===== src/rtl/aes_round_sequencer.sv =====
// aes_round_sequencer: iterative AES-128 round controller.
// Performs the initial AddRoundKey, then walks a shared registered round
// datapath through NR passes, fetching round keys by index.
// Ports:
//   clk, reset          clock, synchronous active-high reset
//   key_ready           key schedule complete
//   in_valid/in_ready   plaintext handshake, in_data plaintext
//   out_valid/out_ready ciphertext handshake, out_data ciphertext
//   rk_idx/rk_data      round-key index (registered) and returned key
//   rnd_*               issue/result interface to the round datapath
//   busy, round_cnt     status: not idle, current round number
//   err                 sticky timeout flag
module aes_round_sequencer #(
    parameter int DATA_W    = 128,
    parameter int NR        = 10,
    parameter int ROUND_LAT = 4,
    parameter int TIMEOUT   = 16
) (
    input  logic              clk,
    input  logic              reset,
    input  logic              key_ready,
    input  logic              in_valid,
    output logic              in_ready,
    input  logic [DATA_W-1:0] in_data,
    output logic              out_valid,
    input  logic              out_ready,
    output logic [DATA_W-1:0] out_data,
    output logic [3:0]        rk_idx,
    input  logic [DATA_W-1:0] rk_data,
    output logic              rnd_valid_out,
    output logic              rnd_key_valid,
    output logic [DATA_W-1:0] rnd_data,
    output logic [DATA_W-1:0] rnd_key,
    output logic              rnd_last,
    input  logic              rnd_valid_in,
    input  logic [DATA_W-1:0] rnd_data_in,
    output logic              busy,
    output logic [3:0]        round_cnt,
    output logic              err
);

    localparam int WCW = $clog2(TIMEOUT + 1);
    localparam logic [3:0] NR4 = 4'(NR);
    localparam logic [WCW-1:0] WAIT_MAX = WCW'(TIMEOUT - 1);

    typedef enum logic [1:0] {
        IDLE,
        ISSUE,
        WAIT,
        DONE
    } state_t;

    state_t            state;
    state_t            state_nxt;
    logic [3:0]        round_nxt;
    logic [3:0]        rk_idx_nxt;
    logic [DATA_W-1:0] state_reg;
    logic [DATA_W-1:0] state_reg_nxt;
    logic [WCW-1:0]    wait_cnt;
    logic [WCW-1:0]    wait_cnt_nxt;
    logic              err_nxt;

    always_ff @(posedge clk) begin
        if (reset) begin
            state     <= IDLE;
            round_cnt <= '0;
            rk_idx    <= '0;
            state_reg <= '0;
            wait_cnt  <= '0;
            err       <= 1'b0;
        end else begin
            state     <= state_nxt;
            round_cnt <= round_nxt;
            rk_idx    <= rk_idx_nxt;
            state_reg <= state_reg_nxt;
            wait_cnt  <= wait_cnt_nxt;
            err       <= err_nxt;
        end
    end

    always_comb begin
        state_nxt     = state;
        round_nxt     = round_cnt;
        rk_idx_nxt    = rk_idx;
        state_reg_nxt = state_reg;
        wait_cnt_nxt  = wait_cnt;
        err_nxt       = err;
        in_ready      = 1'b0;
        out_valid     = 1'b0;
        out_data      = '0;
        rnd_valid_out = 1'b0;
        rnd_key_valid = 1'b0;
        rnd_data      = '0;
        rnd_last      = 1'b0;

        unique case (state)
            IDLE: begin
                in_ready   = key_ready;
                rk_idx_nxt = '0;
                // rk_idx is already 0 here, so rk_data is the whitening key.
                if (in_valid && key_ready) begin
                    state_reg_nxt = in_data ^ rk_data;
                    round_nxt     = 4'd1;
                    rk_idx_nxt    = 4'd1;
                    err_nxt       = 1'b0;
                    state_nxt     = ISSUE;
                end
            end
            ISSUE: begin
                rnd_valid_out = 1'b1;
                rnd_key_valid = 1'b1;
                rnd_data      = state_reg;
                rnd_last      = (round_cnt == NR4);
                wait_cnt_nxt  = '0;
                state_nxt     = WAIT;
            end
            WAIT: begin
                rnd_key_valid = 1'b1;
                wait_cnt_nxt  = wait_cnt + 1'b1;
                if (rnd_valid_in) begin
                    state_reg_nxt = rnd_data_in;
                    if (round_cnt >= NR4) begin
                        state_nxt = DONE;
                    end else begin
                        round_nxt  = round_cnt + 4'd1;
                        rk_idx_nxt = round_cnt + 4'd1;
                        state_nxt  = ISSUE;
                    end
                end else if (wait_cnt == WAIT_MAX) begin
                    // Datapath never answered: drop the block.
                    err_nxt    = 1'b1;
                    round_nxt  = '0;
                    rk_idx_nxt = '0;
                    state_nxt  = IDLE;
                end
            end
            DONE: begin
                out_valid = 1'b1;
                out_data  = state_reg;
                if (out_ready) begin
                    round_nxt  = '0;
                    rk_idx_nxt = '0;
                    state_nxt  = IDLE;
                end
            end
            default: begin
                state_nxt = IDLE;
            end
        endcase
    end

    assign rnd_key = rk_data;
    assign busy    = (state != IDLE);

endmodule


===== config.mk =====
export PLATFORM = sky130hd
export DESIGN_NAME = aes_round_sequencer
export DESIGN_NICKNAME = d
export VERILOG_FILES = /design/src/rtl/aes_round_sequencer.sv
export SDC_FILE = /design/constraint.sdc
export NUM_CORES = 1
export LEC_CHECK = 0
export ABC_AREA = 0
export BUFFER_PORTS_ARGS = -buffer_cell sky130_fd_sc_hd__buf_2
export CAP_MARGIN = 5
export CORE_AREA = 2 2 308 310
export DETAILED_ROUTE_END_ITERATION = 6
export DIE_AREA = 0 0 310 312
export SLEW_MARGIN = 15
export SYNTH_ARGS = -nofsm -noshare
export SYNTH_HDL_FRONTEND = slang
export SYNTH_SLANG_ARGS = --single-unit

===== constraint.sdc =====
create_clock -name clk -period 2.1 [get_ports clk]
set_input_delay 0 -clock clk [delete_from_list [all_inputs] [get_ports clk]]
set_output_delay 0 -clock clk [all_outputs]
set_load 0.01 [all_outputs]

==> impl_metrics.py <==
metrics = {
    "global_routing": {
        "grt_max_degree": 123,
        "grtUsageMet3_pct": 3.94,
        "grt_pass1_wl_mm": 81.2,
        "busiest_layer": "met2",
        "globalRouteMet2Util_pct": 18.9,
        "grt.total_usage_pct": 11.4,
        "first_global_vias": 13545,
        "antenna_found_initial": 12,
        "globalRouteMet1Util_pct": 12.6,
        "grt_overflow": 0,
    },
    "cts": {
        "cts_max_path_buffers": 2,
        "clock_sinks": 144,
        "htree_num_levels": 4,
        "root_buffer": "clkbuf_16",
        "cts.clk_slew.worst_paths_ps": 60,
        "clock_latency_ps": 490,
        "cts_buffers": 17,
        "cts_tree": "done",
    },
    "timing": {
        "maxSlewHeadroom_pct": 53.2,
        "hold_slack_ps": 57.6,
        "hold_viol": 0,
        "tightestPinTransition_ps": 697,
        "setup-violations-final": 0,
        "timing.final.crit_share_pct": 98.5,
        "clock_skew_ps": 10.5,
        "fmaxAchievable_mhz": 483,
        "tns_ps": 0,
        "maxSlewViolCount": 0,
        "setup_ws_ps": 31.1,
        "timing.final.crit_period_ps": 2070,
    },
    "detailed_routing": {
        "remaining_drc_errors": 0,
        "vias": 13889,
        "vias_per_cell": 3.73,
        "wl_per_cell_um": 15.9,
        "detail-route-antenna-nets": 0,
        "drtIter0Drc": 906,
        "wirelength_mm": 59.3,
        "dr.pass1.iters": 5,
    },
    "yosys": {
        "synth_top_area_cell": "dfxtp_1",
        "synth_top_area_share_pct": 27.9,
        "netlist_top_cells_area": "dfxtp_1 28%, and2_1 16%, nand2_1 14%, xnor2_1 11%, buf_4 9.3%",
        "ys_async_sr_fraction_pct": 0,
        "yosysWarnings": 0,
        "synth_cell_types": 38,
        "ys_seq_area_share_pct": 27.9,
        "synth_nets": 1888,
        "syn_area_um2": 10300,
        "yosys.cell_count.top_type": "nand2_1",
        "synth-edff-count": 0,
        "ys_seq_elements": 144,
        "syn_avg_cell_area_um2": 6.94,
        "ys.flop_type": "dfxtp_1",
        "synth_common_cells": "388 x nand2_1, 258 x and2_1, 144 x dfxtp_1",
        "synth_cells": 1489,
    },
    "critical_path": {
        "cp_max_fo": 78,
        "path_cells": "inv_1 -> buf_4 -> ha_4 -> buf_16 -> and2_1 -> buf_2",
        "crit_buf_inv": 4,
        "cp_slowest_stage_delay_ps": 400,
        "rr_worst_depth": 7,
        "worstPathRequired_ps": 2100,
        "startpoint_type": "register",
        "path_delay_family": "buffers and inverters",
        "arrival_ps": 2070,
        "critPathKind": "register to output port",
        "end_kind": "output port",
        "slowest_stage": "dfxtp_2",
        "crit_cells": 6,
        "reg2reg_slack_ps": 40,
    },
    "min_path": {
        "hold_path_depth": 5,
        "hp-class": "input port to register",
    },
    "power_and_ir_drop": {
        "combPwrFrac_pct": 52.1,
        "powerDensity_nw_per_um2": 896,
        "switching_share_pct": 44.9,
        "ir_drop_mv": 0.781,
        "power.total_uw": 17300,
        "p_int_uw": 9530,
        "seq_power_share_pct": 27.3,
        "power_leakage_uw": 0.00876,
        "power_frac_clock_pct": 20.6,
        "power_switching_uw": 7750,
    },
    "floorplanning": {
        "rows": 112,
        "start_util_pct": 11.1,
        "die_h_um": 312,
        "io_pins": 789,
        "core_area_um2": 93000,
        "die_w_um": 310,
        "die_area_um2": 96700,
    },
    "placed_design": {
        "port_buffers": 788,
        "pre_cts_ws_ps": -6.55,
        "placed_area_um2": 15000,
        "hpwl_mm": 39.6,
        "gp_congestion": 0.935,
    },
    "layout": {
        "largest_reg_flops": 130,
        "syn_to_final_growth_pct": 86.5,
        "nets": 2854,
        "drive_above_1_share_pct": 35.7,
        "fin_area_um2": 19300,
    },
    "run": {
        "drv_cap": 0,
    },
    "status": {
        "status": "finished, final reports clean",
    },
}
## metrics by stage
stage,instances,util (%)
6_report,3727,20.7
5_1_grt,3722,20.7
3_3_place_gp,3336,16.1
4_1_cts,3715,20.6
2_1_floorplan,1489,-
3_5_place_dp,3336,16.1
## power by group through the flow
stage	logic (µW)	registers [µW]	clock network, µW
floorplan	4680	4200	0
global placement	7760	4690	0
detailed placement	7820	4700	0
CTS	8600	4660	3780
global route	9870	4800	3830
finish	9000	4710	3570
## tightest hold or removal path: cells and delay by family
| kind | cells | cell delay [ps] |
|---|---|---|
| simple gates | 1 | 60 |
| buf+inv | 1 | 130 |
| xor+xnor | 1 | 150 |
| compound gates | 2 | 140 |
## final timing paths
| kind | startpoint | to |
|---|---|---|
| max | state[1] | rnd_data[19] |
| min | rk_data[49] | state_reg[49] |
| max reg2reg | round_cnt[0] | rk_idx[2] |
| min reg2reg | state_reg[119] | state_reg[119] |
## final cells by class
class	count	area [µm²]
Fill cell	10340	73800
Timing Repair Buffer	1177	7990
Multi-Input combinational cell	1108	6140
Sequential cell	144	2880
Tap cell	1254	1570
Clock buffer	21	470
Clock inverter	11	178
Inverter	7	26.3
Antenna cell	5	12.5
## routing by layer
metal	up-vias	part of all wire, %
met5	-	0.091
li1	6536	-
met1	6450	39
met3	126	9.7
met4	8	4.3
met2	769	47
## kinds of logic after synthesis
kind of cell,after synthesis,share of synthesized area (%)
adder cells (fa/ha/maj),9,1.09
AO/OA/AOI/OAI,284,14.6
flip-flops,144,27.9
multiplexers,4,0.412
XOR/XNOR,130,11.0
AND/OR/NAND/NOR,681,31.6
buffers and inverters,237,13.4
## cells in the final DEF, fill, tap and decap left out, types with 2 or more instances in the layout
master and n:
nand3_1 4, and2_2 2, nor2b_1 6, ha_4 3, nor2_1 13, and3_1 2, inv_1 7, clkinvlp_4 3
dlygate4sd3_1 346, buf_12 11, ha_1 6, clkbuf_8 3, dfxtp_1 143, mux2i_1 2, buf_2 787, diode_2 5
clkinv_4 2, xnor2_1 130, o21ai_0 130, buf_4 26, buf_16 3, clkbuf_16 19, a311oi_1 2, a211oi_1 5
bufinv_16 4, nand2_1 388, nand2b_1 3, a21oi_1 135, mux2_2 2, and2_4 3, and2_1 253, inv_6 2
## timing repair
item,in CTS,in global routing
hold buffers,346,0
endpoints found under the hold margin,141,0
endpoints found under the setup margin,60,90
buffers inserted,0,5
pin swaps,1,3
gates cloned,1,2
resized for setup,6,10
(Power assumes the default switching activity.)
